**config.mk**
```make
export PLATFORM = sky130hd
export DESIGN_NAME = csr_file_flat
export DESIGN_NICKNAME = d
export VERILOG_FILES = /design/src/rtl/csr_file_if.sv /design/src/rtl/csr_file.sv /design/src/flat_wrapper.sv
export SDC_FILE = /design/constraint.sdc
export NUM_CORES = 1
export LEC_CHECK = 0
export BUFFER_PORTS_ARGS = -buffer_cell sky130_fd_sc_hd__buf_2
export CAP_MARGIN = 5
export CORE_ASPECT_RATIO = 0.6
export CORE_UTILIZATION = 46
export DETAILED_ROUTE_END_ITERATION = 12
export MAX_ROUTING_LAYER = met4
export PLACE_DENSITY = 0.68
export REMOVE_ABC_BUFFERS = 1
export SLEW_MARGIN = 10
export SYNTH_ARGS = -nofsm -noshare
export SYNTH_HDL_FRONTEND = slang
export SYNTH_SLANG_ARGS = --single-unit
```
**constraint.sdc**
```tcl
create_clock -name clk -period 2.7 [get_ports clk]
set_input_delay 0.27 -clock clk [delete_from_list [all_inputs] [get_ports clk]]
set_output_delay 0.27 -clock clk [all_outputs]
set_load 0.1 [all_outputs]
```
**src/rtl/csr_file_if.sv**
```systemverilog
// CSR access port shared by the pipeline (master) and the CSR file (slave).
// Reads are combinational, so rdata and illegal follow addr/we within the cycle.
interface csr_file_if #(
    parameter int N = 64
);
    logic [11:0]  csr_addr;
    logic         csr_we;
    logic [N-1:0] csr_wdata;
    logic [N-1:0] csr_rdata;
    logic         csr_illegal;

    modport master (
        output csr_addr,
        output csr_we,
        output csr_wdata,
        input  csr_rdata,
        input  csr_illegal
    );

    modport slave (
        input  csr_addr,
        input  csr_we,
        input  csr_wdata,
        output csr_rdata,
        output csr_illegal
    );
endinterface

```
**src/rtl/csr_file.sv**
```systemverilog
// Machine-mode CSR file: status/trap registers, cycle and retired-instruction counters.
// Trap entry and mret update mstatus/mepc/mcause with priority over software writes.
module csr_file #(
    parameter int N = 64
) (
    input  logic         clk,
    input  logic         rst_n,
    csr_file_if.slave    bus,
    input  logic         instret,
    input  logic         trap_valid,
    input  logic [N-1:0] trap_cause,
    input  logic [N-1:0] trap_pc,
    input  logic         mret,
    output logic [N-1:0] mtvec_o,
    output logic [N-1:0] mepc_o,
    output logic         mie_o
);

    localparam logic [11:0] ADDR_MSTATUS  = 12'h300;
    localparam logic [11:0] ADDR_MTVEC    = 12'h305;
    localparam logic [11:0] ADDR_MSCRATCH = 12'h340;
    localparam logic [11:0] ADDR_MEPC     = 12'h341;
    localparam logic [11:0] ADDR_MCAUSE   = 12'h342;
    localparam logic [11:0] ADDR_MCYCLE   = 12'hB00;
    localparam logic [11:0] ADDR_MINSTRET = 12'hB02;
    localparam logic [11:0] ADDR_CYCLE    = 12'hC00;
    localparam logic [11:0] ADDR_INSTRET  = 12'hC02;
    localparam logic [11:0] ADDR_MHARTID  = 12'hF14;

    localparam logic [N-1:0] ZERO = {N{1'b0}};
    localparam logic [N-1:0] ONE  = {{(N-1){1'b0}}, 1'b1};

    // mtvec and mepc hold word-aligned addresses only
    function automatic logic [N-1:0] align4(input logic [N-1:0] v);
        return {v[N-1:2], 2'b00};
    endfunction

    logic         mie_q,      mie_d;
    logic         mpie_q,     mpie_d;
    logic [N-1:0] mtvec_q,    mtvec_d;
    logic [N-1:0] mscratch_q, mscratch_d;
    logic [N-1:0] mepc_q,     mepc_d;
    logic [N-1:0] mcause_q,   mcause_d;
    logic [N-1:0] mcycle_q,   mcycle_d;
    logic [N-1:0] minstret_q, minstret_d;

    logic [N-1:0] rdata_s;
    logic         mapped_s;
    logic         ro_s;
    logic         illegal_s;
    logic         wr_ok_s;

    // Address decode and combinational read mux
    always_comb begin
        rdata_s  = ZERO;
        mapped_s = 1'b1;
        ro_s     = 1'b0;
        case (bus.csr_addr)
            ADDR_MSTATUS: begin
                rdata_s[3] = mie_q;
                rdata_s[7] = mpie_q;
            end
            ADDR_MTVEC:    rdata_s = mtvec_q;
            ADDR_MSCRATCH: rdata_s = mscratch_q;
            ADDR_MEPC:     rdata_s = mepc_q;
            ADDR_MCAUSE:   rdata_s = mcause_q;
            ADDR_MCYCLE:   rdata_s = mcycle_q;
            ADDR_MINSTRET: rdata_s = minstret_q;
            ADDR_CYCLE: begin
                rdata_s = mcycle_q;
                ro_s    = 1'b1;
            end
            ADDR_INSTRET: begin
                rdata_s = minstret_q;
                ro_s    = 1'b1;
            end
            ADDR_MHARTID: begin
                rdata_s = ZERO;
                ro_s    = 1'b1;
            end
            default: begin
                rdata_s  = ZERO;
                mapped_s = 1'b0;
            end
        endcase
        illegal_s = ~mapped_s | (bus.csr_we & ro_s);
        wr_ok_s   = bus.csr_we & ~illegal_s;
    end

    assign bus.csr_rdata   = rdata_s;
    assign bus.csr_illegal = illegal_s;

    // Next-state: counters, free registers, then the trap > mret > write chain
    always_comb begin
        mie_d      = mie_q;
        mpie_d     = mpie_q;
        mtvec_d    = mtvec_q;
        mscratch_d = mscratch_q;
        mepc_d     = mepc_q;
        mcause_d   = mcause_q;
        mcycle_d   = mcycle_q + ONE;
        minstret_d = minstret_q;

        if (wr_ok_s && (bus.csr_addr == ADDR_MCYCLE)) begin
            mcycle_d = bus.csr_wdata;
        end else begin
            mcycle_d = mcycle_q + ONE;
        end

        // A trapping instruction does not retire
        if (wr_ok_s && (bus.csr_addr == ADDR_MINSTRET)) begin
            minstret_d = bus.csr_wdata;
        end else if (instret && !trap_valid) begin
            minstret_d = minstret_q + ONE;
        end else begin
            minstret_d = minstret_q;
        end

        if (wr_ok_s && (bus.csr_addr == ADDR_MTVEC)) begin
            mtvec_d = align4(bus.csr_wdata);
        end else begin
            mtvec_d = mtvec_q;
        end

        if (wr_ok_s && (bus.csr_addr == ADDR_MSCRATCH)) begin
            mscratch_d = bus.csr_wdata;
        end else begin
            mscratch_d = mscratch_q;
        end

        if (trap_valid) begin
            mepc_d   = align4(trap_pc);
            mcause_d = trap_cause;
            mpie_d   = mie_q;
            mie_d    = 1'b0;
        end else if (mret) begin
            mie_d  = mpie_q;
            mpie_d = 1'b1;
        end else if (wr_ok_s) begin
            case (bus.csr_addr)
                ADDR_MSTATUS: begin
                    mie_d  = bus.csr_wdata[3];
                    mpie_d = bus.csr_wdata[7];
                end
                ADDR_MEPC:   mepc_d   = align4(bus.csr_wdata);
                ADDR_MCAUSE: mcause_d = bus.csr_wdata;
                default: begin
                    mie_d = mie_q;
                end
            endcase
        end else begin
            mie_d = mie_q;
        end
    end

    // State registers, cleared asynchronously
    always_ff @(posedge clk or negedge rst_n) begin
        if (!rst_n) begin
            mie_q      <= 1'b0;
            mpie_q     <= 1'b0;
            mtvec_q    <= ZERO;
            mscratch_q <= ZERO;
            mepc_q     <= ZERO;
            mcause_q   <= ZERO;
            mcycle_q   <= ZERO;
            minstret_q <= ZERO;
        end else begin
            mie_q      <= mie_d;
            mpie_q     <= mpie_d;
            mtvec_q    <= mtvec_d;
            mscratch_q <= mscratch_d;
            mepc_q     <= mepc_d;
            mcause_q   <= mcause_d;
            mcycle_q   <= mcycle_d;
            minstret_q <= minstret_d;
        end
    end

    assign mtvec_o = mtvec_q;
    assign mepc_o  = mepc_q;
    assign mie_o   = mie_q;

endmodule

```
**src/flat_wrapper.sv**
```systemverilog
// flat-port wrapper written by rule: the top's interface ports become plain ports
module csr_file_flat 
#(
    parameter int N = 64
)
  (clk, rst_n, instret, trap_valid, trap_cause, trap_pc, mret, mtvec_o, mepc_o, mie_o, bus_csr_addr, bus_csr_we, bus_csr_wdata, bus_csr_rdata, bus_csr_illegal);
  csr_file_if #(.N(N)) bus_i ();
  input  logic clk;
  input  logic rst_n;
  input  logic instret;
  input  logic trap_valid;
  input  logic [N-1:0] trap_cause;
  input  logic [N-1:0] trap_pc;
  input  logic mret;
  output logic [N-1:0] mtvec_o;
  output logic [N-1:0] mepc_o;
  output logic mie_o;
  input wire logic [$bits(bus_i.csr_addr)-1:0] bus_csr_addr;
  input wire logic [$bits(bus_i.csr_we)-1:0] bus_csr_we;
  input wire logic [$bits(bus_i.csr_wdata)-1:0] bus_csr_wdata;
  output wire logic [$bits(bus_i.csr_rdata)-1:0] bus_csr_rdata;
  output wire logic [$bits(bus_i.csr_illegal)-1:0] bus_csr_illegal;
  assign bus_i.csr_addr = bus_csr_addr;
  assign bus_i.csr_we = bus_csr_we;
  assign bus_i.csr_wdata = bus_csr_wdata;
  assign bus_csr_rdata = bus_i.csr_rdata;
  assign bus_csr_illegal = bus_i.csr_illegal;
  csr_file #(.N(N)) u_core (.clk(clk), .rst_n(rst_n), .bus(bus_i), .instret(instret), .trap_valid(trap_valid), .trap_cause(trap_cause), .trap_pc(trap_pc), .mret(mret), .mtvec_o(mtvec_o), .mepc_o(mepc_o), .mie_o(mie_o));
endmodule
```
* Yosys cells after proc, flatten, opt, wreduce, memory -nomap -nowiden
Index checks and enable logic that the tools add are counted.
Operators by class: add/subtract/negate cells 2, eq/ne operators 11, muxes and demuxes 26, bitwise operators 5, reductions and logical operators 19
Operator list (count):
- 64-bit 2-to-1 mux | 11
- 56-bit one-hot mux with 6 select lines | 1
- 64-bit by 1-bit adder with 64-bit output (second input constant) | 2
- 12-bit by 10-bit == test with 1-bit output (second input constant) | 5
- 12-bit == test (second input constant) | 5
- 3-bit one-hot mux with 6 select lines | 2
- 1-bit one-hot mux with 7 select lines | 2
- 1-bit 2-to-1 mux | 10
- 10-bit OR reduction | 1
- 2-bit nonzero test | 4
- 3-bit AND reduction | 2
- 3-bit nonzero test | 2
- 1-bit logical AND | 5
- 2-bit OR reduction | 2
- 3-bit OR reduction | 1
- 1-bit AND | 2
- 2-bit != test (second input constant) | 1
- 1-bit inverter | 2
- 2-bit AND reduction | 1
- 1-bit zero test | 1
- 1-bit OR | 1
Word-level totals: register bits 384, input port bits 210, output and inout port bits 194, word-level logic and storage cells 71

* Longest topological paths before layout
Gate-level depths: netlist of the first run.
word-level depth 10, mapped depth 10, depth with buffers taken out 8

* Least setup slack after synthesis of the first run
Ideal clock, no wire load.
path kind input to output, start point input port bus_csr_addr[6], end point output port bus_csr_rdata[10], arrival time 3.384 ns, data required time 2.430 ns, setup slack -0.954 ns, cell stages on the path 4, path buffers 1, cell sequence nor4_2 > nand4_1 > clkbuf_1 > o21ai_0
Between the ends: word-level cells in the longest chain between the ends 3, elaborated cells between the ends (all ways) 11, classes of those cells eq/ne: 8; mux: 1; reduce/logical: 2
Ends and longest elaborated chain:
- start: declaration | RTL line flat_wrapper.sv:18 | input wire logic [$bits(bus_i.csr_addr)-1:0] bus_csr_addr;
- 12-bit == test | RTL line csr_file.sv:58 | case (bus.csr_addr)
- 2-bit OR reduction (no source line)
- 56-bit one-hot mux with 6 select lines (*) | RTL line csr_file.sv:58
- end: declaration | RTL line flat_wrapper.sv:21 | output wire logic [$bits(bus_i.csr_rdata)-1:0] bus_csr_rdata;
Mark *: on every way between the ends. The rest lies on a longest branch, timed or not.

* Worst setup path after layout of the first run
start point input port bus_csr_addr[0], end point output port bus_csr_rdata[19]
Same word-level chain as after synthesis.

==> results of run 1 <==
## worst paths after layout
kind / cells after the start / startpoint / to / slack, ns
max: 10 / bus_csr_addr[0] / bus_csr_rdata[19] / 0.06
min: 3 / bus_csr_wdata[44] / u_core.mcycle_q[44] / 0.02
max reg2reg: 9 / u_core.mcycle_q[4] / u_core.mcycle_q[56] / 0.11
min reg2reg: 1 / u_core.mscratch_q[25] / u_core.mscratch_q[25] / 0.50
max in group asynchronous: 3 / rst_n / u_core.mtvec_o[59] / 1.49
min in group asynchronous: 2 / rst_n / u_core.mtvec_o[5] / 0.32
## cells by family after synthesis
family                     count (synthesis)
muxes                                    442
xor gates and xnor gates                 125
and+or+nand+nor                          421
buffers and inverters                    127
DFF                                      382
other                                      1
adders and majority gates                  2
AOI/OAI and AO/OA                        324
## registers in the layout, indices dropped and copies added (netlist names)
| register | count |
|---|---|
| u_core.mcause_q | 64 |
| u_core.mcycle_q | 64 |
| u_core.mepc_o | 62 |
| u_core.mie_o | 1 |
| u_core.minstret_q | 64 |
| u_core.mpie_q | 1 |
| u_core.mscratch_q | 64 |
| u_core.mtvec_o | 62 |
## power by group through the flow
| stage | combinational [mW] | sequential (mW) | clock, mW |
|---|---|---|---|
| CTS | 2.29 | 6.31 | 5.79 |
| global route | 2.43 | 6.36 | 6.02 |
| global placement | 2.09 | 6.39 | 0 |
| finish | 2.29 | 6.32 | 5.69 |
| floorplan | 0.686 | 7.07 | 0 |
| detailed placement | 2.14 | 6.42 | 0 |
## metal layers
layer | up-vias | global-route usage, %
li1 | 7790 | -
met1 | 8734 | 40.4
met2 | 613 | 46.1
met3 | 90 | 4.31
met4 | 0 | 7.05
met5 | - | -
## layout make-up
| type | count | area share (%) |
|---|---|---|
| Multi-Input combinational cell | 1318 | 38.2 |
| Sequential cell | 382 | 34.6 |
| Timing Repair Buffer | 627 | 19.6 |
| Clock buffer | 57 | 4.18 |
| Tap cell | 579 | 2.62 |
| Clock inverter | 12 | 0.607 |
| Inverter | 8 | 0.109 |
| Antenna cell | 7 | 0.0635 |
## stage by stage
step | setup slack (ns) | setup TNS, ns | area [sq um]
after detailed placement | -0.0511 | -1.62 | 24900
after global placement | -0.0353 | -0.860 | 24900
final | 0.0550 | 0 | 27600
after global routing | -0.0454 | -0.0984 | 27600
after CTS | 0.000645 | 0 | 27500
after floorplan | -4.20 | -835.33 | 20000
## cells in the final DEF, fill, tap and decap left out, types with 5 or more instances in the layout
master | synthesis | layout
and3_1 | 18 | 17
dfrtp_1 | 382 | 382
buf_2 | 12 | 329
dlygate4sd3_1 | 0 | 129
clkinv_2 | 0 | 6
inv_1 | 8 | 8
o21ai_0 | 107 | 105
clkbuf_1 | 71 | 7
clkbuf_16 | 0 | 40
nor4_1 | 5 | 5
nor3_1 | 17 | 11
nand2_1 | 113 | 113
nand3_1 | 58 | 58
a21oi_1 | 82 | 82
and4_1 | 8 | 6
mux2_1 | 12 | 12
mux2_2 | 308 | 308
and2_1 | 7 | 7
nand4_1 | 40 | 40
buf_12 | 6 | 94
clkbuf_8 | 1 | 11
a221oi_1 | 61 | 61
buf_4 | 16 | 70
mux2i_1 | 62 | 62
diode_2 | 0 | 7
a22o_1 | 61 | 61
xnor2_1 | 45 | 45
nor2_1 | 124 | 122
mux2_4 | 60 | 60
xor2_1 | 80 | 80
## worst register-to-register path, cell delays in order, from the launching register on
cell     delay, ns
dfrtp_1       0.43
nand4_1       0.44
nor3_2        0.34
buf_4         0.18
and4_2        0.30
nand2_1       0.15
nor4_1        0.25
buf_4         0.19
xnor2_1       0.11
o21ai_0       0.08
## repair_timing
item,4_1_cts,5_1_grt
hold endpoints to repair,181,0
setup buffers,0,0
hold buffers,129,0
gates resized for setup,0,13
endpoints found under the setup margin,0,41
==> qor.csv, run 1 <==
metric,value,unit
post-synthesis cell area,0.0207,sq mm
WS Path Type,primary input to output pin,
CP Launch Type,primary input,
Starting Density,47.2,%
most common cell in the netlist,dfrtp_1,
top layer reached by signal wires,met4,
antenna violations before repair,7,
first-pass GRT wire length,102000,um
Slew @ Worst Pin,0.874,ns
final setup vio count,0,
average wire per standard cell,22.2,um
Die Ht,166,um
First-pass DRT Iterations,5,
"top cells by count, synth","dfrtp_1 (382), mux2_2 (308), nor2_1 (124)",
critical-path cell list,buf_2 -> or3_2 -> buf_4 -> nor3_4 -> clkbuf_16 -> a22o_1 -> a221oi_1 -> o21ai_0 -> buf_4 -> buf_12,
Synth Area in Compound Gates,10.2,%
post-synthesis mux area share,24.7,%
most common flop cell mapped by yosys,dfrtp_1,
DPL Wire Length,45100,um
Synth Instances,1824,
Metal-1 WL,29500,um
sequential area share after synthesis,46.2,%
TritonCTS buffer count,39,
top-area cell type share of the netlist area,46.2,%
Worst Setup End Kind,output pin,
synth top area cells,"dfrtp_1 (46%), mux2_2 (17%), mux2_4 (4.3%)",
Clock Latency Late Sink,0.54,ns
"Slew Viols, Final",0,
P_sw,4.08,mW
vias in the first global route,17700,
Worst path top cell family by delay,buffers and inverters,
root buf cell,clkbuf_16,
xor-xnor portion of the synthesized cell area,5.29,%
fillers,3419,
"FFs w/ async S/R, synth",100,%
endpoints failing hold,0,
Reg area,0.00956,sq mm
Rel. slew slack,41.8,%
cell row count,59,
"Max FO, Critical Path",62,
Fin Hold WS,0.0221,ns
Core ar.,0.0438,sq mm
fin cells,2990,
simple-gate share of the synthesized area,9.99,%
Total Die Area,0.0459,sq mm
yosys warns,0,
DRC violations left,0,
CP arrival,2.37,ns
clk_skew,0.0231,ns
CTS Buffer Depth,3,
port bufs,397,
Logic pwr share,16.0,%
RSZ-0062 raised after global routing,true,
crit-path most repeated cell,buf_4,
First DRT Iteration DRCs,1490,
P&R area growth vs syn,33.3,%
Synth Area in Adders,0.121,%
pwr dens,518,mW/mm^2
met2 wire len,31500,um
f_max,378,MHz
Vias,17200,
Synth cell types,59,
CTS H-tree lvls,2,
largest family of logic cells by synthesized area,multiplexers,
"EDFF count, synth",0,
pin count of the biggest net entering global routing,130,
DRT Wirelength,66300,um
VDD IR max,0.000378,V
multi-input logic area,0.0105,sq mm
vias per cell,5.76,
fraction of layout cells with a size suffix above 1,39.8,%
post-layout util,62.9,%
CP max-delay cell,or3_2,
#FFs+latches synth,382,
DR WL met3,4130,um
grt ovf,0,
Chip Width,276,um
fin crit period,2.64,ns
Crit path largest cell delay,0.52,ns
Sink Count,382,
final total power,14.3,mW
placed cells,2785,
status,"complete, no violations",
leakage,12.6,nW
cell taking the most area after synthesis,dfrtp_1,
GPL Wtd Cong,0.903,
power share of the clock group,39.8,%
Sequential Power Share,44.2,%
synthesized area per cell,11.4,sq um
Critical Path RT,2.43,ns
IO Count,404,
Hold Path Class,primary input to register,
Switching Share,28.5,%
Detail Route Antenna Nets,0,
nets,2588,
CTS tree,built,
"Period Utilization, post-route",98.0,%
clock-pin transition on the worst setup and hold timing paths,0.06,ns
Buf/Inv on CP,5,
GRT Util Overall,29.5,%
max_cap viols,0,
Internal Pwr Total,10.2,mW
Note: power is estimated with default switching activity, not from simulation.
==> inputs of run 2 (changes only) <==
==> constraint.sdc (replaced) <==
create_clock -name clk -period 2.7 [get_ports clk]
set_input_delay 0.27 -clock clk [delete_from_list [all_inputs] [get_ports clk]]
set_output_delay 0.27 -clock clk [all_outputs]
set_load 0.02 [all_outputs]
==> run 2 against run 1 <==
Against the previous run: combinational power down 29%; largest cell class unchanged; core utilization fell by 2.5 points; wire length shrank 2.3%; hold slack is essentially flat; count of clock-buffer cells in the layout up 4; critical path type unchanged; global-route usage shrank 0.56 points; cell area fell by 3.9%; register-to-register slack is essentially flat; critical endpoint is now bus_csr_rdata[31]; setup slack better by 0.051 ns; die area did not move; fmax grew 2.0%.
==> qor.csv, run 2 (synthesis results as in run 1) <==
metric,value,unit,change
Detail Route Antenna Nets,0,,unchanged
Critical Path RT,2.43,ns,about the same
Clock Latency Late Sink,0.54,ns,about the same
DP Area,0.0239,sq mm,was 0.0249 sq mm
RSZ-0062 raised after global routing,false,,was true
leakage,12.4,nW,was 12.6 nW
vias per cell,5.75,,was 5.76
CP arrival,2.32,ns,was 2.37 ns
CTS Buffer Depth,3,,unchanged
grt ovf,0,,unchanged
Hold Path Class,primary input to register,,unchanged
top layer reached by signal wires,met4,,unchanged
First-pass DRT Iterations,5,,unchanged
fin cells,2979,,was 2990
port bufs,397,,unchanged
met2 wire len,30000,um,was 31500 um
"leading cell types in the layout, fill and taps excluded","buf_2 (394), dfrtp_1 (382), mux2_2 (308)",,"was dfrtp_1 (382), buf_2 (329), mux2_2 (308)"
pwr dens,511,mW/mm^2,was 518 mW/mm^2
setup TNS,0,ns,unchanged
post-layout util,60.5,%,was 62.9%
Worst Setup End Kind,output pin,,unchanged
WS Path Type,primary input to output pin,,unchanged
endpoints failing hold,0,,unchanged
Slew @ Worst Pin,0.859,ns,was 0.874 ns
"Period Utilization, post-route",96.1,%,was 98.0%
fraction of layout cells with a size suffix above 1,39.3,%,was 39.8%
CTS H-tree lvls,2,,unchanged
DRT Wirelength,64700,um,was 66300 um
placed cells,2774,,was 2785
"Max FO, Critical Path",22,,was 62
"commonest non-fill, non-tap cell in the layout",buf_2,,was dfrtp_1
Starting Density,47.2,%,unchanged
DRC violations left,0,,unchanged
Sink Count,382,,unchanged
Rel. slew slack,42.7,%,was 41.8%
DPL Wire Length,44200,um,was 45100 um
Chip Width,276,um,unchanged
clock-pin transition on the worst setup and hold timing paths,0.07,ns,was 0.06 ns
Vias,17100,,was 17200
CTS tree,built,,unchanged
P&R area growth vs syn,28.0,%,was 33.3%
first-pass GRT wire length,101000,um,was 102000 um
post-route cell area,0.0265,sq mm,was 0.0276 sq mm
max_cap viols,0,,unchanged
final setup vio count,0,,unchanged
TritonCTS buffer count,40,,was 39
IO Count,404,,unchanged
root buf cell,clkbuf_16,,unchanged
Total Die Area,0.0459,sq mm,unchanged
Core ar.,0.0438,sq mm,unchanged
GPL Wtd Cong,0.895,,was 0.903
fillers,3527,,was 3419
clk_skew,0.0172,ns,was 0.0231 ns
average wire per standard cell,21.7,um,was 22.2 um
"Slew Viols, Final",0,,unchanged
GRT Util Overall,29.0,%,was 29.5%
pin count of the biggest net entering global routing,130,,unchanged
DR WL met3,4220,um,was 4130 um
status,"complete, no violations",,unchanged
VDD IR max,0.000394,V,was 0.000378 V
CP Launch Type,primary input,,unchanged
antenna violations before repair,5,,was 7
Die Ht,166,um,unchanged
fin crit period,2.59,ns,was 2.64 ns
f_max,385,MHz,was 378 MHz
cell row count,59,,unchanged
nets,2580,,was 2588
Fin Hold WS,0.0219,ns,was 0.0221 ns
Metal-1 WL,28900,um,was 29500 um
First DRT Iteration DRCs,1519,,was 1490
vias in the first global route,17700,,about the same
## run 2: critical path: stages
cell,delay (ns)
buf_2,0.11
or3_2,0.53
nor3_2,0.25
and3_4,0.35
buf_12,0.20
a22o_1,0.18
a221oi_1,0.05
o21ai_0,0.13
buf_2,0.22
## run 2: report_power, final
group	switching (mW)	internal [mW]
logic	0.784	0.848
clock network	2.36	3.24
registers	0.296	6.03
## run 2: final cells by class
| cell class | count | area, sq um | area share [%] |
|---|---|---|---|
| inverters | 8 | 30.0 | 0.113 |
| multi-input cells | 1318 | 10500 | 39.6 |
| well taps | 579 | 724 | 2.73 |
| clock buffers | 61 | 1230 | 4.65 |
| clock inverters | 8 | 78.8 | 0.297 |
| repair buffers | 618 | 4370 | 16.5 |
| diodes | 5 | 12.5 | 0.0472 |
| flip-flops and latches | 382 | 9560 | 36.1 |
## run 2: repair_timing
action | in CTS | in global routing
buffers inserted | 0 | 1
hold endpoints to repair | 202 | 0
resized for setup | 0 | 2
hold buffers | 130 | 0
setup endpoints to repair | 0 | 6
## run 2: layer usage
layer / track usage, % / vias up
met5: - / -
met4: 7.81 / 0
met3: 4.27 / 108
met2: 44.5 / 684
met1: 39.9 / 8545
li1: - / 7779
## run 2: through the flow
| stage | power, mW | setup WS [ns] |
|---|---|---|
| floorplan | 7.13 | -4.20 |
| global placement | 7.83 | -0.0341 |
| detailed placement | 7.89 | -0.0588 |
| CTS | 13.7 | 0.127 |
| global route | 14.1 | 0.0123 |
| finish | 13.6 | 0.106 |
## run 2: worst paths after layout
check	depth (start not counted)	to	startpoint	slack (ns)
max in group asynchronous	3	u_core.mepc_o[32]	rst_n	1.46
min in group asynchronous	2	u_core.mcause_q[5]	rst_n	0.29
hold reg to reg	1	u_core.mscratch_q[23]	u_core.mscratch_q[23]	0.51
setup reg to reg	10	u_core.mcycle_q[56]	u_core.mcycle_q[0]	0.12
setup / recovery	9	bus_csr_rdata[31]	bus_csr_addr[0]	0.11
hold / removal	3	u_core.mcycle_q[1]	bus_csr_wdata[1]	0.02
==> inputs of run 3 (changes only) <==
==> constraint.sdc (replaced) <==
create_clock -name clk -period 2.7 [get_ports clk]
set_input_delay 0.405 -clock clk [delete_from_list [all_inputs] [get_ports clk]]
set_output_delay 0.405 -clock clk [all_outputs]
set_load 0.02 [all_outputs]
==> run 3 against run 2 <==
Against the previous run: the flow now finishes with violations (negative setup slack); sequential power hardly changed; clock skew is 0.0035 ns lower; global-route usage is 0.24 points lower; largest power group unchanged; highest routed layer unchanged; sequential share of layout area is 0.84 points higher; non-clock buffer count is 92 lower; hold slack better by 0.074 ns; wire length is 1.9% higher.
==> qor.csv, run 3 (synthesis results as in run 1) <==
metric,value,unit,change
vias per cell,5.81,,was 5.75
root buf cell,clkbuf_16,,unchanged
CTS Buffer Depth,3,,unchanged
Starting Density,47.2,%,unchanged
failing checks,negative setup slack,,
WS Path Type,primary input to output pin,,unchanged
DPL Wire Length,45200,um,was 44200 um
IO Count,404,,unchanged
Sequential Power Share,47.0,%,was 46.7%
f_max,365,MHz,was 385 MHz
antenna violations before repair,5,,unchanged
power share of the clock group,41.7,%,was 41.3%
pin count of the biggest net entering global routing,130,,unchanged
Sink Count,382,,unchanged
P_sw,3.48,mW,was 3.44 mW
Crit path largest cell delay,0.54,ns,was 0.53 ns
nets,2487,,was 2580
Clock Latency Late Sink,0.54,ns,about the same
CP max-delay cell,or4_4,,was or3_2
setup TNS,-0.114,ns,was 0 ns
Core ar.,0.0438,sq mm,unchanged
CP Launch Type,primary input,,unchanged
GRT Util Overall,28.7,%,was 29.0%
cell row count,59,,unchanged
Die Ht,166,um,unchanged
Internal Pwr Total,9.99,mW,was 10.1 mW
RSZ-0062 raised after global routing,true,,was false
fraction of layout cells with a size suffix above 1,43.0,%,was 39.3%
CP arrival,2.33,ns,was 2.32 ns
final setup vio count,6,,was 0
leakage,12.1,nW,was 12.4 nW
Final WS setup,-0.0365,ns,was 0.106 ns
CTS H-tree lvls,2,,unchanged
clk_skew,0.0136,ns,was 0.0172 ns
max_cap viols,0,,unchanged
DP Worst Slack,-0.193,ns,was -0.0588 ns
vias in the first global route,17100,,was 17700
first-pass GRT wire length,99700,um,was 101000 um
Switching Share,25.8,%,was 25.3%
fin crit period,2.74,ns,was 2.59 ns
pwr dens,520,mW/mm^2,was 511 mW/mm^2
average wire per standard cell,22.8,um,was 21.7 um
Critical Path RT,2.30,ns,was 2.43 ns
"Max FO, Critical Path",7,,was 22
Worst Setup End Kind,output pin,,unchanged
DRC violations left,0,,unchanged
Worst path top cell family by delay,buffers and inverters,,was simple AND/OR/NAND/NOR gates
endpoints failing hold,0,,unchanged
Chip Width,276,um,unchanged
P&R area growth vs syn,25.1,%,was 28.0%
"Slew Viols, Final",0,,unchanged
Logic pwr share,11.4,%,was 12.0%
critical-path cell list,buf_6 -> or4_4 -> buf_6 -> nor3_4 -> buf_6 -> buf_12 -> clkbuf_16 -> a22o_1 -> a221oi_1 -> o21ai_1 -> buf_4,,was buf_2 -> or3_2 -> nor3_2 -> and3_4 -> buf_12 -> a22o_1 -> a221oi_1 -> o21ai_0 -> buf_2
Vias,16800,,was 17100
grt ovf,0,,unchanged
"leading cell types in the layout, fill and taps excluded","dfrtp_1 (382), buf_2 (350), mux2_2 (308)",,"was buf_2 (394), dfrtp_1 (382), mux2_2 (308)"
DRT Wirelength,66000,um,was 64700 um
VDD IR max,0.000389,V,was 0.000394 V
status,finished with violations,,"was complete, no violations"
clock-pin transition on the worst setup and hold timing paths,0.07,ns,about the same
First DRT Iteration DRCs,1334,,was 1519
Fin Hold WS,0.0959,ns,was 0.0219 ns
"Period Utilization, post-route",101,%,was 96.1%
port bufs,397,,unchanged
Buf/Inv on CP,6,,was 3
Total Die Area,0.0459,sq mm,unchanged
crit-path most repeated cell,buf_6,,was buf_2
Hold Path Class,primary input to register,,unchanged
Detail Route Antenna Nets,0,,unchanged
TritonCTS buffer count,39,,was 40
Rel. slew slack,42.6,%,was 42.7%
First-pass DRT Iterations,5,,unchanged
"commonest non-fill, non-tap cell in the layout",dfrtp_1,,was buf_2
Slew @ Worst Pin,0.861,ns,was 0.859 ns
CTS tree,built,,unchanged
GPL Wtd Cong,0.903,,was 0.895
[run 3: final cells by class]
cell class / count / area (sq um)
antenna: 5 / 12.5
tap: 579 / 724
clock inverter: 14 / 140
inverter: 8 / 30.0
timing repair buffer: 526 / 3710
clock buffer: 57 / 1170
fill: 3622 / 17900
multi-input combinational: 1318 / 10600
sequential: 382 / 9560
[run 3: path summary, 6_finish.rpt]
path,slack (ns),endpoint,start,cells past startpoint
max,-0.04,bus_csr_rdata[63],bus_csr_addr[11],11
min,0.1,u_core.mepc_o[8],trap_pc[8],2
max reg2reg,0.13,u_core.minstret_q[43],u_core.minstret_q[3],7
min reg2reg,0.51,u_core.mscratch_q[38],u_core.mscratch_q[38],1
max in group asynchronous,1.34,u_core.mepc_o[42],rst_n,3
min in group asynchronous,0.48,u_core.mepc_o[16],rst_n,2
[run 3: repair_timing]
| item | CTS | global route |
|---|---|---|
| endpoints found under the hold margin | 63 | 0 |
| setup endpoints to repair | 63 | 69 |
| hold buffers | 1 | 0 |
| buffers inserted | 4 | 9 |
| cloned | 3 | 6 |
| pin swaps | 5 | 12 |
| resized for setup | 79 | 42 |
[run 3: layer usage]
metal,routed length [um],vias up,global-route usage (%)
met5,0,-,-
met4,1300,0,6.83
met3,4650,103,5.25
met2,30200,632,43.5
met1,29800,8465,39.8
li1,-,7591,-
[run 3: metrics by stage]
stage	util (%)	total power, mW	cell area [sq um]	std cells
floorplan	-	7.13	20000	1708
global placement	54.8	7.86	24000	2793
detailed placement	54.8	7.93	24000	2793
CTS	58.5	13.5	25600	2872
global route	59.1	14.0	25900	2888
finish	59.1	13.5	25900	2889
[run 3: power groups by stage]
stage | sequential [mW] | combinational (mW) | clock [mW]
after CTS | 6.31 | 1.53 | 5.70
after global placement | 6.39 | 1.47 | 0
final | 6.33 | 1.53 | 5.61
after global routing | 6.36 | 1.66 | 5.94
after floorplan | 6.47 | 0.657 | 0
after detailed placement | 6.42 | 1.51 | 0
